File: config.mk
export PLATFORM = sky130hd
export DESIGN_NAME = id_ex_operand_stage
export DESIGN_NICKNAME = d
export VERILOG_FILES = /design/src/rtl/pipeline_pkg.sv /design/src/rtl/operand_fwd_mux.sv /design/src/rtl/id_ex_operand_stage.sv
export SDC_FILE = /design/constraint.sdc
export NUM_CORES = 1
export LEC_CHECK = 0
export CAP_MARGIN = 20
export CORE_AREA = 5 5 148 150
export DETAILED_ROUTE_END_ITERATION = 8
export DIE_AREA = 0 0 153 155
export GPL_TIMING_DRIVEN = 0
export PLACE_DENSITY = 0.74
export SETUP_SLACK_MARGIN = 0.1
export SYNTH_ARGS = -nofsm -noshare
export SYNTH_HDL_FRONTEND = slang
export SYNTH_SLANG_ARGS = --single-unit
File: constraint.sdc
create_clock -name clk -period 5.52 [get_ports clk]
set_clock_uncertainty 0.15 [all_clocks]
set_input_delay 0.552 -clock clk [delete_from_list [all_inputs] [get_ports clk]]
set_output_delay 0.552 -clock clk [all_outputs]
set_load 0.02 [all_outputs]
File: src/rtl/pipeline_pkg.sv
// Shared definitions for the RV32I pipeline: forward-select encodings and
// default datapath/register-index widths.
package pipeline_pkg;

  localparam int XLEN_DEFAULT   = 32;
  localparam int REG_AW_DEFAULT = 5;

  localparam logic [1:0] FWD_RF  = 2'b00;
  localparam logic [1:0] FWD_WB  = 2'b01;
  localparam logic [1:0] FWD_MEM = 2'b10;
  localparam logic [1:0] FWD_EX  = 2'b11;

endpackage : pipeline_pkg

File: src/rtl/operand_fwd_mux.sv
// 4:1 operand forwarding mux: picks the regfile value or one of the
// EX/MEM/WB bypass sources according to the forward select.
module operand_fwd_mux
  import pipeline_pkg::*;
#(
  parameter int XLEN = XLEN_DEFAULT
) (
  input  logic [1:0]      sel,
  input  logic [XLEN-1:0] rf_data,
  input  logic [XLEN-1:0] wb_data,
  input  logic [XLEN-1:0] mem_data,
  input  logic [XLEN-1:0] ex_data,
  output logic [XLEN-1:0] out_data
);

  // Select the operand source; unknown encodings fall back to the regfile.
  always_comb begin
    out_data = rf_data;
    case (sel)
      FWD_EX:  out_data = ex_data;
      FWD_MEM: out_data = mem_data;
      FWD_WB:  out_data = wb_data;
      FWD_RF:  out_data = rf_data;
      default: out_data = rf_data;
    endcase
  end

endmodule : operand_fwd_mux

File: src/rtl/id_ex_operand_stage.sv
// ID/EX pipeline stage: forwards operands, detects load-use hazards against
// the instruction currently held in EX, inserts a single bubble per hazard
// and holds its contents while EX is not ready.
// Optional macro ID_EX_STATS_EN adds saturating stall/bubble counters.
module id_ex_operand_stage
  import pipeline_pkg::*;
#(
  parameter int XLEN   = XLEN_DEFAULT,
  parameter int REG_AW = REG_AW_DEFAULT
) (
  input  logic              clk,
  input  logic              reset,
  input  logic              id_valid,
  input  logic [REG_AW-1:0] id_rs1,
  input  logic [REG_AW-1:0] id_rs2,
  input  logic              id_use_rs1,
  input  logic              id_use_rs2,
  input  logic [REG_AW-1:0] id_rd,
  input  logic              id_reg_write,
  input  logic              id_mem_read,
  input  logic              id_mem_write,
  input  logic [XLEN-1:0]   id_imm,
  input  logic [XLEN-1:0]   id_pc,
  input  logic [XLEN-1:0]   rf_rs1_data,
  input  logic [XLEN-1:0]   rf_rs2_data,
  input  logic [1:0]        forward_1,
  input  logic [1:0]        forward_2,
  input  logic [XLEN-1:0]   ex_fwd_data,
  input  logic [XLEN-1:0]   mem_fwd_data,
  input  logic [XLEN-1:0]   wb_fwd_data,
  input  logic              ex_ready,
  input  logic              flush,
  output logic              id_stall,
  output logic              ex_valid,
  output logic              ex_reg_write,
  output logic              ex_mem_read,
  output logic              ex_mem_write,
  output logic [REG_AW-1:0] ex_rd,
  output logic [XLEN-1:0]   ex_rs1_val,
  output logic [XLEN-1:0]   ex_rs2_val,
  output logic [XLEN-1:0]   ex_imm,
  output logic [XLEN-1:0]   ex_pc
`ifdef ID_EX_STATS_EN
  ,
  output logic [31:0]       stat_stall_cycles,
  output logic [31:0]       stat_bubbles
`endif
);

  logic [XLEN-1:0] rs1_fwd_s;
  logic [XLEN-1:0] rs2_fwd_s;
  logic            load_use_s;
  logic            bubble_s;

  operand_fwd_mux #(.XLEN(XLEN)) u_rs1_mux (
    .sel      (forward_1),
    .rf_data  (rf_rs1_data),
    .wb_data  (wb_fwd_data),
    .mem_data (mem_fwd_data),
    .ex_data  (ex_fwd_data),
    .out_data (rs1_fwd_s)
  );

  operand_fwd_mux #(.XLEN(XLEN)) u_rs2_mux (
    .sel      (forward_2),
    .rf_data  (rf_rs2_data),
    .wb_data  (wb_fwd_data),
    .mem_data (mem_fwd_data),
    .ex_data  (ex_fwd_data),
    .out_data (rs2_fwd_s)
  );

  // Load-use detection against the EX-stage load, and the resulting stall.
  // x0 destinations never create a hazard; a flush cancels the stall.
  always_comb begin
    load_use_s = id_valid & ex_valid & ex_mem_read &
                 (ex_rd != {REG_AW{1'b0}}) &
                 ((id_use_rs1 & (id_rs1 == ex_rd)) |
                  (id_use_rs2 & (id_rs2 == ex_rd)));
    if (flush) begin
      id_stall = 1'b0;
    end else begin
      id_stall = id_valid & (load_use_s | ~ex_ready);
    end
    bubble_s = load_use_s & ex_ready & ~flush;
  end

  // Pipeline register: reset > flush > hold > load-use bubble > capture.
  always_ff @(posedge clk) begin
    if (reset || flush || (ex_ready && load_use_s)) begin
      ex_valid     <= 1'b0;
      ex_reg_write <= 1'b0;
      ex_mem_read  <= 1'b0;
      ex_mem_write <= 1'b0;
      ex_rd        <= {REG_AW{1'b0}};
      ex_rs1_val   <= {XLEN{1'b0}};
      ex_rs2_val   <= {XLEN{1'b0}};
      ex_imm       <= {XLEN{1'b0}};
      ex_pc        <= {XLEN{1'b0}};
    end else if (!ex_ready) begin
      ex_valid     <= ex_valid;
      ex_reg_write <= ex_reg_write;
      ex_mem_read  <= ex_mem_read;
      ex_mem_write <= ex_mem_write;
      ex_rd        <= ex_rd;
      ex_rs1_val   <= ex_rs1_val;
      ex_rs2_val   <= ex_rs2_val;
      ex_imm       <= ex_imm;
      ex_pc        <= ex_pc;
    end else begin
      ex_valid     <= id_valid;
      ex_reg_write <= id_valid & id_reg_write;
      ex_mem_read  <= id_valid & id_mem_read;
      ex_mem_write <= id_valid & id_mem_write;
      ex_rd        <= id_rd;
      ex_rs1_val   <= rs1_fwd_s;
      ex_rs2_val   <= rs2_fwd_s;
      ex_imm       <= id_imm;
      ex_pc        <= id_pc;
    end
  end

`ifdef ID_EX_STATS_EN
  // Saturating counters for stall cycles and inserted load-use bubbles.
  always_ff @(posedge clk) begin
    if (reset) begin
      stat_stall_cycles <= 32'd0;
      stat_bubbles      <= 32'd0;
    end else begin
      if (id_stall && (stat_stall_cycles != 32'hFFFF_FFFF)) begin
        stat_stall_cycles <= stat_stall_cycles + 32'd1;
      end else begin
        stat_stall_cycles <= stat_stall_cycles;
      end
      if (bubble_s && (stat_bubbles != 32'hFFFF_FFFF)) begin
        stat_bubbles <= stat_bubbles + 32'd1;
      end else begin
        stat_bubbles <= stat_bubbles;
      end
    end
  end
`else
  // Bubble indication only feeds the optional counters.
  logic unused_bubble_s;
  assign unused_bubble_s = bubble_s;
`endif

endmodule : id_ex_operand_stage

**Yosys cells after proc, flatten, opt, wreduce, memory -nomap -nowiden**

Index checks and enable logic that the tools add are counted.

- Eq/ne operators: 8
- Bitwise gates (word level): 13
- Multiplexer cells: 3
- Reduce and logical (&&, ||, !) cells: 6

Operators with widths:

| kind | number |
|---|---|
| 32-bit case mux with 4 select lines | 2 |
| 1-bit AND | 10 |
| 5-bit == test | 2 |
| 2-bit == test (second input constant) | 4 |
| 5-bit nonzero test | 1 |
| 2-bit by 1-bit == test with 1-bit output (second input constant) | 2 |
| 2-bit zero test | 2 |
| 1-bit logical OR | 2 |
| 1-bit OR | 2 |
| 1-bit logical AND | 1 |
| 1-bit 2-to-1 mux | 1 |
| 1-bit inverter | 1 |

- Bits in registers: 137
- Output and inout bits: 138

**Depth between registers and ports, before layout**

- Depth after elaboration: 7
- Mapped depth: 6
- Mapped depth without buffers: 4

**Hierarchy**

A second synthesis with hierarchy kept.

- Cells, all modules: 727
- Area total of the unflattened synthesis: 7349.5 sq um

By module, submodules not included:

| module | cells each | sequential area each (sq um) | instances | area each (sq um) |
|---|---|---|---|---|
| id_ex_operand_stage | 649 | 2742.6 | 1 | 5720.5 |
| operand_fwd_mux | 39 | 0.0 | 2 | 814.5 |

**Worst setup path after synthesis**

No wires, ideal clock.

- Kind: in2out
- From: input port id_rs2[1]
- To: output port id_stall
- Slack: 3.086 ns
- Arrival time: 1.732 ns
- Stages: 6
- Data required time: 4.818 ns
- Path buffers: 2
- Path through: xnor2_1 nand4_1 o22ai_1 clkbuf_1 buf_2 o2bb2ai_1

- Cells in the longest elaborated chain, start to end: 7

Ends and longest elaborated chain:

| what | RTL line | text |
|---|---|---|
| start, declared | id_ex_operand_stage.sv:15 | `input logic [REG_AW-1:0] id_rs2,` |
| 5-bit == test | id_ex_operand_stage.sv:79 | `(id_use_rs2 & (id_rs2 == ex_rd)));` |
| 1-bit AND | id_ex_operand_stage.sv:79 |  |
| 1-bit OR | id_ex_operand_stage.sv:78 | `((id_use_rs1 & (id_rs1 == ex_rd)) \|` |
| 1-bit AND | id_ex_operand_stage.sv:77 | `(ex_rd != {REG_AW{1'b0}}) &` |
| 1-bit OR | id_ex_operand_stage.sv:83 | `id_stall = id_valid & (load_use_s \| ~ex_ready);` |
| 1-bit AND | id_ex_operand_stage.sv:83 |  |
| 1-bit 2-to-1 mux | id_ex_operand_stage.sv:80 | `if (flush) begin` |
| end, declared | id_ex_operand_stage.sv:33 | `output logic id_stall,` |

Every way passes these cells.

**Final worst setup path**

- From: input port id_rs2[0]
- To: output port id_stall

Same word-level chain as after synthesis.

==> run metrics <==
proportion of synthesized chip area in sequential cells=0.379; worst reg2reg path startpoint=ex_rd[4]$_SDFFE_PP0P_; maximum fanout encountered on the critical timing path=10; most frequent cells after synthesis=dfxtp_1, nand2_1, a32oi_1, o21ai_1, mux4_2; power density cells=249 nW/um2; clock slew at reported path FFs=60 ps; worst setup path class=in2out; maximum number of pins on one net before global-route repair=17; Worst setup SP type=input port; post-CTS sizing=0; clock sink count=137; worst-case headroom to the max-slew limit=0.488; WP buf/inv=4; final number of setup-violating endpoints=0; Setup Total Neg Slack=0 ps; Data arrival, critical path=3230 ps; global-route met1 utilization=0.304; critical-path cell list=clkdlybuf4s50_1 -> xnor2_1 -> nand4_1 -> o22ai_1 -> clkbuf_1 -> buf_2 -> o2bb2ai_1 -> clkdlybuf4s50_1; number of synthesized flops with an enable pin=0; met2 Usage GRT=0.432; Detail Placement HPWL=25.0 mm; clock latency on the worst-skew pair=410 ps; # rows=53; synth top area cells=dfxtp_1, mux4_2, a32oi_1; endpoints failing hold=0; async set or reset register ratio after synthesis=0; most frequent cell after synthesis=dfxtp_1; standard cell with the maximum stage delay on the critical path=clkdlybuf4s50_1; vias=8,140; fin nets=1,386; min-delay src=ex_pc[5]$_SDFFE_PP0P_; RSZ-0062 raised after global routing=no; required time worst endpoint=4820 ps; FF-to-FF setup slack=3050 ps; cell type contributing the most total cell area after synthesis=dfxtp_1; max_cap viols=0; register bit count reported by yosys=137; ratio of cells with drive above 1 in the final layout=0.107; vertical die dimension=155 um; sink of the worst hold path=ex_pc[5]$_SDFFE_PP0P_; fill count=1,783; number of port buffers=385; Synthesized Nets=982; remaining design rule violation count=0; Die ar.=23,700 um2; endpoint kind of the worst setup timing path=output port; outcome=finished clean; final count of pins violating max slew=0; area delta synth->final=66.4%; starting density of the core=0.352; largest buffer count on any clock path=2; drt total wl=32.0 mm; maximum VDD drop=186 uV; core footprint=20,600 um2; library cell used as clock root buffer=clkbuf_16; number of nets still failing antenna checks after routing=0; warning count from the yosys run=0; detailed-route wire length per cell=22.5 um; worst flop-to-flop path endpoint=ex_rs2_val[25]$_SDFFE_PP0P_; number of global-route vias before repair=8,047; Max H-tree Level=4; initial antenna violation count=3; number of buffers inserted by post-CTS setup repair=0; met3 Resource Use GR=0.0843; reported leakage power=4.01 nW; number of distinct library cell variants in the gate-level netlist after synthesis=24; violation count after the first detailed-routing iteration=577; largest delay contributor family on the critical path=buffers and inverters; average vias per placed instance=5.72; most frequent cell on the critical path=clkdlybuf4s50_1; most frequently used flop master after synthesis=dfxtp_1; cts hold-fix bufs=0; area occupied by registers=2740 um2; post-layout minimum cycle time=3930 ps; Die X=153 um; post-synth top area share=0.379; measured slew at the worst slew-check pin=768 ps; post-layout utilization of the core=0.586; area taken by multi-input logic gates=4030 um2; Total GRT Usage=0.256; Period Utilization, post-route=0.712; fmax=254 MHz; cells after synthesis=729; mean area per synthesized cell=9.93 um2; # IOs=391; hold path depth=2; Final Wtd Congestion=0.880; cells on worst reg2reg path=6; first-pass GRT wire length=47.5 mm; grt peak-use layer=met2; Min-Delay Path Class=reg2reg; clock tree from TritonCTS=built; CTS buffer count=17; iteration count of the initial detailed-routing pass=5; largest stage delay on the critical path=640 ps; summed instance area of the synthesized netlist=7240 um2; remaining global-route overflow=0
routing by layer:
layer	wire length, um	vias up
met1	12500	3951
met5	0	-
met3	2810	57
li1	-	3709
met4	1040	0
met2	15700	423
final cells by class:
| type | instances | share of cell area |
|---|---|---|
| timing repair buffer | 385 | 0.320 |
| multi-input combinational | 500 | 0.335 |
| antenna | 3 | 0.000624 |
| clock buffer | 18 | 0.0356 |
| buffer | 92 | 0.0387 |
| clock inverter | 14 | 0.0141 |
| tap | 275 | 0.0286 |
| sequential | 137 | 0.228 |
stage by stage:
step	hold WS (ps)	power [mW]	worst slack, ps	cell area, um2	std cells
after global placement	297	1.83	1560	11400	1389
after floorplan	435	1.42	3090	7240	729
after global routing	337	3.11	1380	12000	1424
after detailed placement	307	1.84	1530	11400	1389
final	321	3.00	1590	12000	1424
after CTS	324	3.02	1530	12000	1421
worst max-delay path by stage:
stage / start / end / slack, ps / depth (start not counted)
detailed placement: id_rs2[2] / id_stall / 1530 / 8
floorplan: id_rs2[1] / id_stall / 3090 / 6
global placement: id_rs2[4] / id_stall / 1560 / 8
finish: id_rs2[0] / id_stall / 1590 / 8
global route: id_rs1[1] / id_stall / 1380 / 8
CTS: id_rs2[4] / id_stall / 1530 / 8
where the power goes:
group | switching (mW) | internal (mW)
clock network | 0.465 | 0.713
logic | 0.324 | 0.395
registers | 0.0436 | 1.06
flip-flops by register name, summed over array words and instances (netlist names):
name,flops
ex_imm,32
ex_mem_read,1
ex_mem_write,1
ex_pc,32
ex_rd,5
ex_reg_write,1
ex_rs1_val,32
ex_rs2_val,32
ex_valid,1
kinds of logic after synthesis:
family,Yosys count,synth area share
AOI/OAI and AO/OA,277,0.264
xor gates and xnor gates,10,0.0121
buffers and inverters,92,0.0643
DFF,137,0.379
muxes,64,0.199
and+or+nand+nor,149,0.0811
worst min-delay path: stages (launching register included):
cell and delay (ps):
dfxtp_1 330, a32oi_1 50, o21ai_0 60
placed cells by master (no fill, tap or decap), drive strengths merged:
cell / netlist / final
nand4: 2 / 2
nor3: 1 / 1
clkbuf: 60 / 78
nor2: 1 / 1
nand2: 136 / 136
nand3: 3 / 3
a32oi: 134 / 134
or4: 1 / 1
dfxtp: 137 / 137
clkdlybuf4s50: 0 / 385
and3: 3 / 3
a22oi: 3 / 3
clkinvlp: 0 / 4
diode: 0 / 3
mux4: 64 / 64
o2111ai: 1 / 1
buf: 32 / 32
o21ai: 137 / 137
bufinv: 0 / 3
clkinv: 0 / 4
inv: 0 / 3
nand2b: 1 / 1
o2bb2ai: 1 / 1
xnor2: 10 / 10
nor3b: 1 / 1
o22ai: 1 / 1
Power figures use the tool's default switching activity.
